--- config.mk ---
export PLATFORM = sky130hd
export DESIGN_NAME = c64_bus_dma_port
export DESIGN_NICKNAME = d
export VERILOG_FILES = /design/src/rtl/c64_bus_dma_port_pkg.sv /design/src/rtl/c64_bus_dma_port_phi2_edge_sync.sv /design/src/rtl/c64_bus_dma_port.sv
export SDC_FILE = /design/constraint.sdc
export NUM_CORES = 1
export LEC_CHECK = 0
export CAP_MARGIN = 20
export CORE_MARGIN = 5
export CORE_UTILIZATION = 50
export DETAILED_ROUTE_END_ITERATION = 7
export PLACE_DENSITY = 0.83
export SETUP_SLACK_MARGIN = 0.02
export SYNTH_ARGS = -nofsm -noshare
export SYNTH_HDL_FRONTEND = slang
export SYNTH_HIERARCHICAL = 1
export SYNTH_SLANG_ARGS = --single-unit
--- constraint.sdc ---
create_clock -name clk -period 4.6 [get_ports clk]
set_input_delay 0.69 -clock clk [delete_from_list [all_inputs] [get_ports clk]]
set_output_delay 0.69 -clock clk [all_outputs]
set_load 0.02 [all_outputs]
--- src/rtl/c64_bus_dma_port_pkg.sv ---
// Shared definitions for the C64 expansion-port DMA responder and the DMA engine.
`default_nettype none

package c64_bus_dma_port_pkg;

  typedef enum logic [2:0] {
    ST_IDLE   = 3'd0,
    ST_ARM    = 3'd1,
    ST_WAITBA = 3'd2,
    ST_CYCLE  = 3'd3,
    ST_HOLD   = 3'd4
  } state_e;

  // dma_rw polarity: 1 = write to C64, 0 = read from C64
  localparam logic RW_WRITE = 1'b1;

  function automatic logic pending(input logic req, input logic ack);
    return req != ack;
  endfunction

endpackage

`default_nettype wire

--- src/rtl/c64_bus_dma_port_phi2_edge_sync.sv ---
// Synchronizes async phi2/BA into clk and derives phi2 rise/fall strobes and phi2tick.
`default_nettype none

module phi2_edge_sync #(
  parameter int SYNC_STAGES = 2
) (
  input  logic clk,
  input  logic reset,
  input  logic phi2_i,
  input  logic ba_i,
  output logic rise_o,
  output logic fall_o,
  output logic ba_o,
  output logic phi2tick_o
);

  logic [SYNC_STAGES-1:0] phi2_sync_q;
  logic [SYNC_STAGES-1:0] ba_sync_q;
  logic                   phi2_prev_q;
  logic                   phi2tick_q;
  logic                   phi2_s;

  assign phi2_s = phi2_sync_q[SYNC_STAGES-1];

  always_ff @(posedge clk) begin
    if (reset) begin
      phi2_sync_q <= '0;
      ba_sync_q   <= '0;
      phi2_prev_q <= 1'b0;
      phi2tick_q  <= 1'b0;
    end else begin
      phi2_sync_q <= {phi2_sync_q[SYNC_STAGES-2:0], phi2_i};
      ba_sync_q   <= {ba_sync_q[SYNC_STAGES-2:0], ba_i};
      phi2_prev_q <= phi2_s;
      phi2tick_q  <= rise_o;
    end
  end

  assign rise_o     = phi2_s & ~phi2_prev_q;
  assign fall_o     = ~phi2_s & phi2_prev_q;
  assign ba_o       = ba_sync_q[SYNC_STAGES-1];
  assign phi2tick_o = phi2tick_q;

endmodule

`default_nettype wire

--- src/rtl/c64_bus_dma_port.sv ---
// Responder for the dma_req/dma_ack toggle handshake; runs each request as a real C64 bus cycle.
`default_nettype none

module c64_bus_dma_port
  import c64_bus_dma_port_pkg::*;
#(
  parameter int SYNC_STAGES    = 2,
  parameter int WRITE_DELAY    = 4,
  parameter int READ_SAMPLE    = 20,
  parameter int RELEASE_CYCLES = 2
) (
  input  logic        clk,
  input  logic        reset,
  input  logic [15:0] dma_a,
  input  logic [7:0]  dma_d,
  input  logic        dma_rw,
  input  logic        dma_req,
  output logic        dma_ack,
  output logic [7:0]  dma_q,
  input  logic        phi2_in,
  input  logic        ba_in,
  output logic        bus_dma_n,
  output logic [15:0] bus_a,
  output logic        bus_a_oe,
  output logic        bus_rw_n,
  output logic        bus_rw_oe,
  output logic [7:0]  bus_d,
  output logic        bus_d_oe,
  input  logic [7:0]  bus_d_in,
  output logic        phi2tick
);

  logic rise, fall, ba_sync;

  phi2_edge_sync #(.SYNC_STAGES(SYNC_STAGES)) u_edge_sync (
    .clk        (clk),
    .reset      (reset),
    .phi2_i     (phi2_in),
    .ba_i       (ba_in),
    .rise_o     (rise),
    .fall_o     (fall),
    .ba_o       (ba_sync),
    .phi2tick_o (phi2tick)
  );

  state_e      state_q, state_d;
  logic [3:0]  idle_cnt_q, idle_cnt_d, idle_inc;
  logic [7:0]  cnt_q, cnt_d;
  logic        dma_n_q, dma_n_d;
  logic        a_oe_q, a_oe_d, rw_oe_q, rw_oe_d, d_oe_q, d_oe_d;
  logic        rw_n_q, rw_n_d;
  logic [15:0] addr_q, addr_d;
  logic [7:0]  wdata_q, wdata_d, rdata_q, rdata_d;
  logic        ack_q, ack_toggle, start;

  assign idle_inc = (idle_cnt_q == 4'hF) ? idle_cnt_q : idle_cnt_q + 4'd1;

  always_comb begin
    state_d    = state_q;
    idle_cnt_d = idle_cnt_q;
    cnt_d      = (cnt_q == 8'hFF) ? cnt_q : cnt_q + 8'd1;
    dma_n_d    = dma_n_q;
    a_oe_d     = a_oe_q;
    rw_oe_d    = rw_oe_q;
    d_oe_d     = d_oe_q;
    rw_n_d     = rw_n_q;
    addr_d     = addr_q;
    wdata_d    = wdata_q;
    rdata_d    = rdata_q;
    ack_toggle = 1'b0;
    start      = 1'b0;

    case (state_q)
      ST_IDLE: begin
        dma_n_d = 1'b1;
        if (pending(dma_req, ack_q)) state_d = ST_ARM;
      end
      ST_ARM: begin
        // Assert /DMA at a fall so a full phi2-low precedes the first cycle
        if (fall) begin
          dma_n_d = 1'b0;
          state_d = ST_WAITBA;
        end
      end
      ST_WAITBA: begin
        if (rise && ba_sync) start = 1'b1;
      end
      ST_CYCLE: begin
        if (!rw_n_q && cnt_q == 8'(WRITE_DELAY - 1)) d_oe_d = 1'b1;
        if (rw_n_q && cnt_q == 8'(READ_SAMPLE)) rdata_d = bus_d_in;
        if (fall) begin
          a_oe_d     = 1'b0;
          rw_oe_d    = 1'b0;
          d_oe_d     = 1'b0;
          ack_toggle = 1'b1;
          idle_cnt_d = 4'd0;
          state_d    = ST_HOLD;
        end
      end
      ST_HOLD: begin
        if (rise && pending(dma_req, ack_q)) begin
          if (ba_sync) start = 1'b1;
          else         state_d = ST_WAITBA;
        end else if (fall) begin
          idle_cnt_d = idle_inc;
          if (idle_inc >= 4'(RELEASE_CYCLES)) begin
            dma_n_d = 1'b1;
            state_d = ST_IDLE;
          end
        end
      end
      default: state_d = ST_IDLE;
    endcase

    // Request fields are captured only here; cnt_q then counts clks since the synced rise
    if (start) begin
      state_d = ST_CYCLE;
      a_oe_d  = 1'b1;
      rw_oe_d = 1'b1;
      addr_d  = dma_a;
      rw_n_d  = (dma_rw != RW_WRITE);
      wdata_d = dma_d;
      cnt_d   = 8'd1;
    end
  end

  always_ff @(posedge clk) begin
    if (reset) begin
      state_q    <= ST_IDLE;
      idle_cnt_q <= 4'd0;
      cnt_q      <= 8'd0;
      dma_n_q    <= 1'b1;
      a_oe_q     <= 1'b0;
      rw_oe_q    <= 1'b0;
      d_oe_q     <= 1'b0;
      rw_n_q     <= 1'b1;
      addr_q     <= 16'd0;
      wdata_q    <= 8'd0;
      rdata_q    <= 8'd0;
    end else begin
      state_q    <= state_d;
      idle_cnt_q <= idle_cnt_d;
      cnt_q      <= cnt_d;
      dma_n_q    <= dma_n_d;
      a_oe_q     <= a_oe_d;
      rw_oe_q    <= rw_oe_d;
      d_oe_q     <= d_oe_d;
      rw_n_q     <= rw_n_d;
      addr_q     <= addr_d;
      wdata_q    <= wdata_d;
      rdata_q    <= rdata_d;
    end
  end

  // Ack survives reset so the engine can realign its request to it
  always_ff @(posedge clk) begin
    if (!reset && ack_toggle) ack_q <= ~ack_q;
  end

  assign dma_ack   = ack_q;
  assign dma_q     = rdata_q;
  assign bus_dma_n = dma_n_q;
  assign bus_a     = addr_q;
  assign bus_a_oe  = a_oe_q;
  assign bus_rw_n  = rw_n_q;
  assign bus_rw_oe = rw_oe_q;
  assign bus_d     = wdata_q;
  assign bus_d_oe  = d_oe_q;

endmodule

`default_nettype wire
# == Word-level counts from Yosys, hierarchy flattened ==
# Index checks and enable logic that the tools add are counted.
# classes
add_sub_neg,2
magnitude_cmp,1
eq_ne,26
n_mux,31
bitwise_logic,7
reduce_logical,21
# op_table
op,n
3-bit 2-to-1 mux,7
3-bit != test (second input constant),6
4-bit 2-to-1 mux,4
2-bit != test (second input constant),8
1-bit 2-to-1 mux,15
3-bit case mux with 5 select lines,1
7-bit AND reduction,2
4-bit != test (second input constant),3
8-bit by 1-bit adder with 8-bit output (second input constant),1
8-bit by 2-bit == test with 1-bit output (second input constant),1
8-bit by 5-bit == test with 1-bit output (second input constant),1
8-bit == test (second input constant),1
4-bit case mux with 2 select lines,1
2-bit nonzero test,4
3-bit by 2-bit == test with 1-bit output (second input constant),2
2-bit AND reduction,3
1-bit logical AND,5
1-bit inverter,5
5-bit AND reduction,1
4-bit by 1-bit adder with 4-bit output (second input constant),1
4-bit == test (second input constant),1
4-bit by 2-bit >= comparator with 1-bit output (second input constant),1
4-bit AND reduction,1
3-bit by 1-bit == test with 1-bit output (second input constant),1
other kinds (10),12
# totals
regBits,58
input_bits,38
out_inout_bits,39
elab_cells,105

# == Logic depth before layout (Yosys ltp) ==
# logic_depth
word_depth,8
mapped_depth,7
mapped_depth_nobuf,6

# == Modules after synthesis ==
# Netlist, hierarchy kept.
# by_module_without_submodules
mod,instances,cells_per_inst,area_each_um2,seq_area_each_um2
c64_bus_dma_port,1,273,2343.5,1051.0
phi2_edge_sync,1,14,176.4,120.1

# == Worst setup path after synthesis ==
# OpenSTA, ideal clock, no wires.
# synth_path
path_kind,input-to-reg
start,in dma_req
end,reg dma_n_q (netlist: bus_dma_n)
setup_time_ns,0.122
arrival_time_ns,1.629
required_ns,4.478
slack_ns,2.849
path_stages,4
path_buffers,0
path_cell_list,xor2_1 and2_1 o21ai_0 a221o_1
# synth_between
elab_chain_cells,4
# synth_rtl
item,line_no,text
"start, declared",c64_bus_dma_port.sv:17,"input logic dma_req,"
1-bit != test,c64_bus_dma_port_pkg.sv:18,return req != ack;
1-bit logical AND,c64_bus_dma_port.sv:101,"if (rise && pending(dma_req, ack_q)) begin"
2-bit != test (no line),--,
5-bit AND reduction (no line),--,
"end signal, assigned",c64_bus_dma_port.sv:144,dma_n_q <= dma_n_d;
"end, declared",c64_bus_dma_port.sv:49,"logic dma_n_q, dma_n_d;"
# Every way passes these cells.
# A chain may end at the register's enable or synchronous reset.

# == Final worst setup path ==
# layout_path
start,in dma_req
end,reg state_q[2]
# layout_between
elab_chain_cells,5
word_cells_on_any_way,12
cone_classes,5 x eq/ne; 4 x mux; 3 x reduce/logical
# layout_rtl
item,line_no,text
1-bit != test *,c64_bus_dma_port_pkg.sv:18,
1-bit logical AND,c64_bus_dma_port.sv:101,
1-bit 2-to-1 mux,c64_bus_dma_port.sv:101,
1-bit case mux with 2 select lines,c64_bus_dma_port.sv:73,case (state_q)
2-bit OR reduction (no line),--,
"end signal, assigned",c64_bus_dma_port.sv:141,state_q <= state_d;
"end, declared",c64_bus_dma_port.sv:46,"state_e state_q, state_d;"
# Every way passes the cells marked *; elsewhere a longest branch is shown, timed or not.

==> impl_results.md <==
- Slew @ Worst Pin: 1060 ps
- Final period util: 55.4%
- Clk Tree Root Cell: clkbuf_8
- Final HPWL DP: 4210 um
- Main area contributors after synthesis: dfxtp_1 45%, a21oi_1 6.2%, o21ai_0 6.2%
- Initial antenna violation count: 0
- CP Launch Type: input port
- Core Area: 0.00482 mm2
- Post-Syn Area: 0.00252 mm2
- Commonest cells in the netlist: 57 x dfxtp_1, 31 x a21oi_1, 31 x o21ai_0, 27 x nand3_1, 21 x nor2_1
- Row count: 25
- RSZ-0062 raised after global routing: no
- Routed WL: 6420 um
- Cells after Synth: 287
- First-pass GRT wire length: 10200 um
- Most instantiated library cell after synthesis: dfxtp_1
- Number of post-CTS setup repair buffers: 0
- Gr usage total: 20.4%
- Drt pass-1 iters: 4
- Synth area leader: dfxtp_1
- WS Path Type: input port to flop
- Hold path cells: 1
- Worst reg2reg endpoint: bus_rw_n
- Die Height: 81.0 um
- Die ar.: 0.00656 mm2
- Final nets: 394
- Placer Congestion: 0.850
- Clock Sinks: 58
- CP endpoint kind: flop
- Sequential share of power: 48.7%
- Top cell type's share of synthesized area: 45.3%
- Vias: 2408
- Residual DRC count: 0
- Synth Flop Type: dfxtp_1
- Clock skew: 7.46 ps
- Final min period: 2550 ps
- Final core occ: 71.8%
- ANT cells: 0
- Crit path required time: 4820 ps
- CP Max Fanout: 26
- Pre-CTS setup slack: 1690 ps
- Final ANT Viol Nets: 0
- Peak supply drop: 0.252 mV
- Min-delay worst type: flop to flop
- Setup TNS: 0 ps
- Pwr/cell area: 306 mW/mm2
- Outcome: finished, final reports clean
- Sw Share: 21.0%
- Yosys reg bits: 58
- Starting DRT DRC Count: 176
- Sw Pwr: 0.222 mW
- Total global routing overflow: 0
- Number of setup violations in the final report: 0
- Fin Hold WS: 439 ps
- Top-Level Pins: 77
- Clock share of power: 45.4%
- Share of cells above drive strength 1: 6.44%
- Worst-skew pair later-pin latency: 330 ps
- Largest net degree at the start of global routing: 60
- Hold Path Origin: u_edge_sync/phi2_sync_q[0]
- Sequential area share after synthesis: 46.5%
- Max-slew headroom: 29.6%
- Max Fclk: 393 MHz
- Vias in the first global route: 2212
- Reg2Reg Depth: 4
- CTS tree: built
- Ys async rst share: 0%
- Max_cap viols: 0
- Final hold violation count: 0
- Synth Area per Inst: 8.78 um2
- Port Buf Inserts: 76
- P_leak: 1.14 nW
- R2r startpoint: state_q[2]
- Area Overhead vs Synth: 37.3%
- Vias/cell: 5.68
- Arr. time, crit path: 2770 ps
- Setup WS post-layout: 2050 ps
- Post-synth EDFFs: 1
- WL/cell: 15.1 um
- Hold path endpoint: u_edge_sync/phi2_sync_q[1]
- Cts hold-fix bufs: 0
- Net Count, Synth: 328
- Logic pwr share: 6.0%
- CTS buffer count: 9
- R2r setup slk: 2400 ps
- Longest Clk Path Bufs: 2
- Initial Util: 52.3%
- Yosys warnings: 6
- Clock transition at path regs: 70 ps
- Cell variety after synth: 51
- Internal power: 0.837 mW
- Die width: 81.0 um
- PostCTS Resize Cnt: 0
- Pins Over Slew Limit: 0
- Final Power: 1.06 mW
- Max H-tree Level: 3
## final cells by class
cell class	instances	area, um2
inverters	6	22.5
clock buffers	13	169
clock inverters	2	35.0
fillers	397	1360
multi-input cells	202	1220
flip-flops and latches	58	1170
repair buffers	76	756
well taps	67	83.8
## cells in the final DEF, fill, tap and decap left out, types with 2 or more instances in the layout
master / netlist / layout
xnor2_1: 2 / 2
a311oi_1: 2 / 2
nor2b_1: 8 / 8
xor2_1: 4 / 4
clkbuf_8: 0 / 12
nor3_1: 8 / 8
nand2_1: 11 / 11
a21oi_1: 31 / 31
o21bai_1: 2 / 2
nand2b_1: 2 / 2
ha_1: 3 / 3
nor2_1: 21 / 20
inv_1: 6 / 6
o21ai_0: 31 / 31
a31oi_1: 3 / 3
clkdlybuf4s50_1: 0 / 75
mux2i_1: 10 / 10
a211o_1: 2 / 2
nand3_1: 27 / 27
nand4_1: 3 / 3
nor4_1: 4 / 4
nor3b_1: 2 / 2
nand3b_1: 2 / 2
dfxtp_1: 57 / 57
## sequential cells by signal, indices dropped and copies added, names as in the netlist, 2 cells and up
name,flops
state_q,3
u_edge_sync/ba_sync_q,2
u_edge_sync/phi2_sync_q,2
bus_d,8
cnt_q,8
bus_a,16
idle_cnt_q,4
dma_q,8
## per-stage QoR
| step | instance area, um2 | cells |
|---|---|---|
| floorplan | 2520 | 287 |
| global placement | 3260 | 409 |
| detailed placement | 3260 | 409 |
| CTS | 3460 | 424 |
| global route | 3460 | 424 |
| finish | 3460 | 424 |
## worst max-delay path by stage
stage | startpoint | cells past startpoint | end | slack [ps]
floorplan | dma_req | 4 | bus_dma_n | 2850
global placement | dma_req | 5 | state_q[2] | 1780
detailed placement | dma_req | 5 | state_q[2] | 1690
CTS | dma_req | 5 | state_q[2] | 2070
global route | dma_req | 5 | state_q[2] | 1890
finish | dma_req | 5 | state_q[2] | 2050
## cell families (layout without fill, tap and decap cells)
group	count (synthesis)	count (layout)	synth area share, %
and+or+nand+nor	99	99	21.2
xor gates and xnor gates	6	6	2.09
AOI/OAI and AO/OA	84	84	19.5
buffers and inverters	27	97	5.26
DFF	58	58	46.5
adders and majority gates	3	3	1.49
muxes	10	10	3.97
## power by group through the flow
stage	clock (mW)	sequential, mW	combinational [mW]
2_1_floorplan	0	0.523	0.0281
3_3_place_gp	0	0.525	0.0613
3_5_place_dp	0	0.526	0.0617
4_1_cts	0.489	0.515	0.0631
5_1_grt	0.515	0.516	0.0673
6_report	0.480	0.515	0.0630
## layer usage
layer	routed length, um	GRT usage (%)
met1	2710	24.4
met2	3270	34.0
met3	341	6.65
met4	99	7.43
met5	0	0
## worst max-delay path, stage by stage
cell,delay [ps]
clkdlybuf4s50_1,450
xnor2_1,300
o21a_1,670
nor2_1,290
a2111oi_1,370
Note: power is estimated with default switching activity, not from simulation.
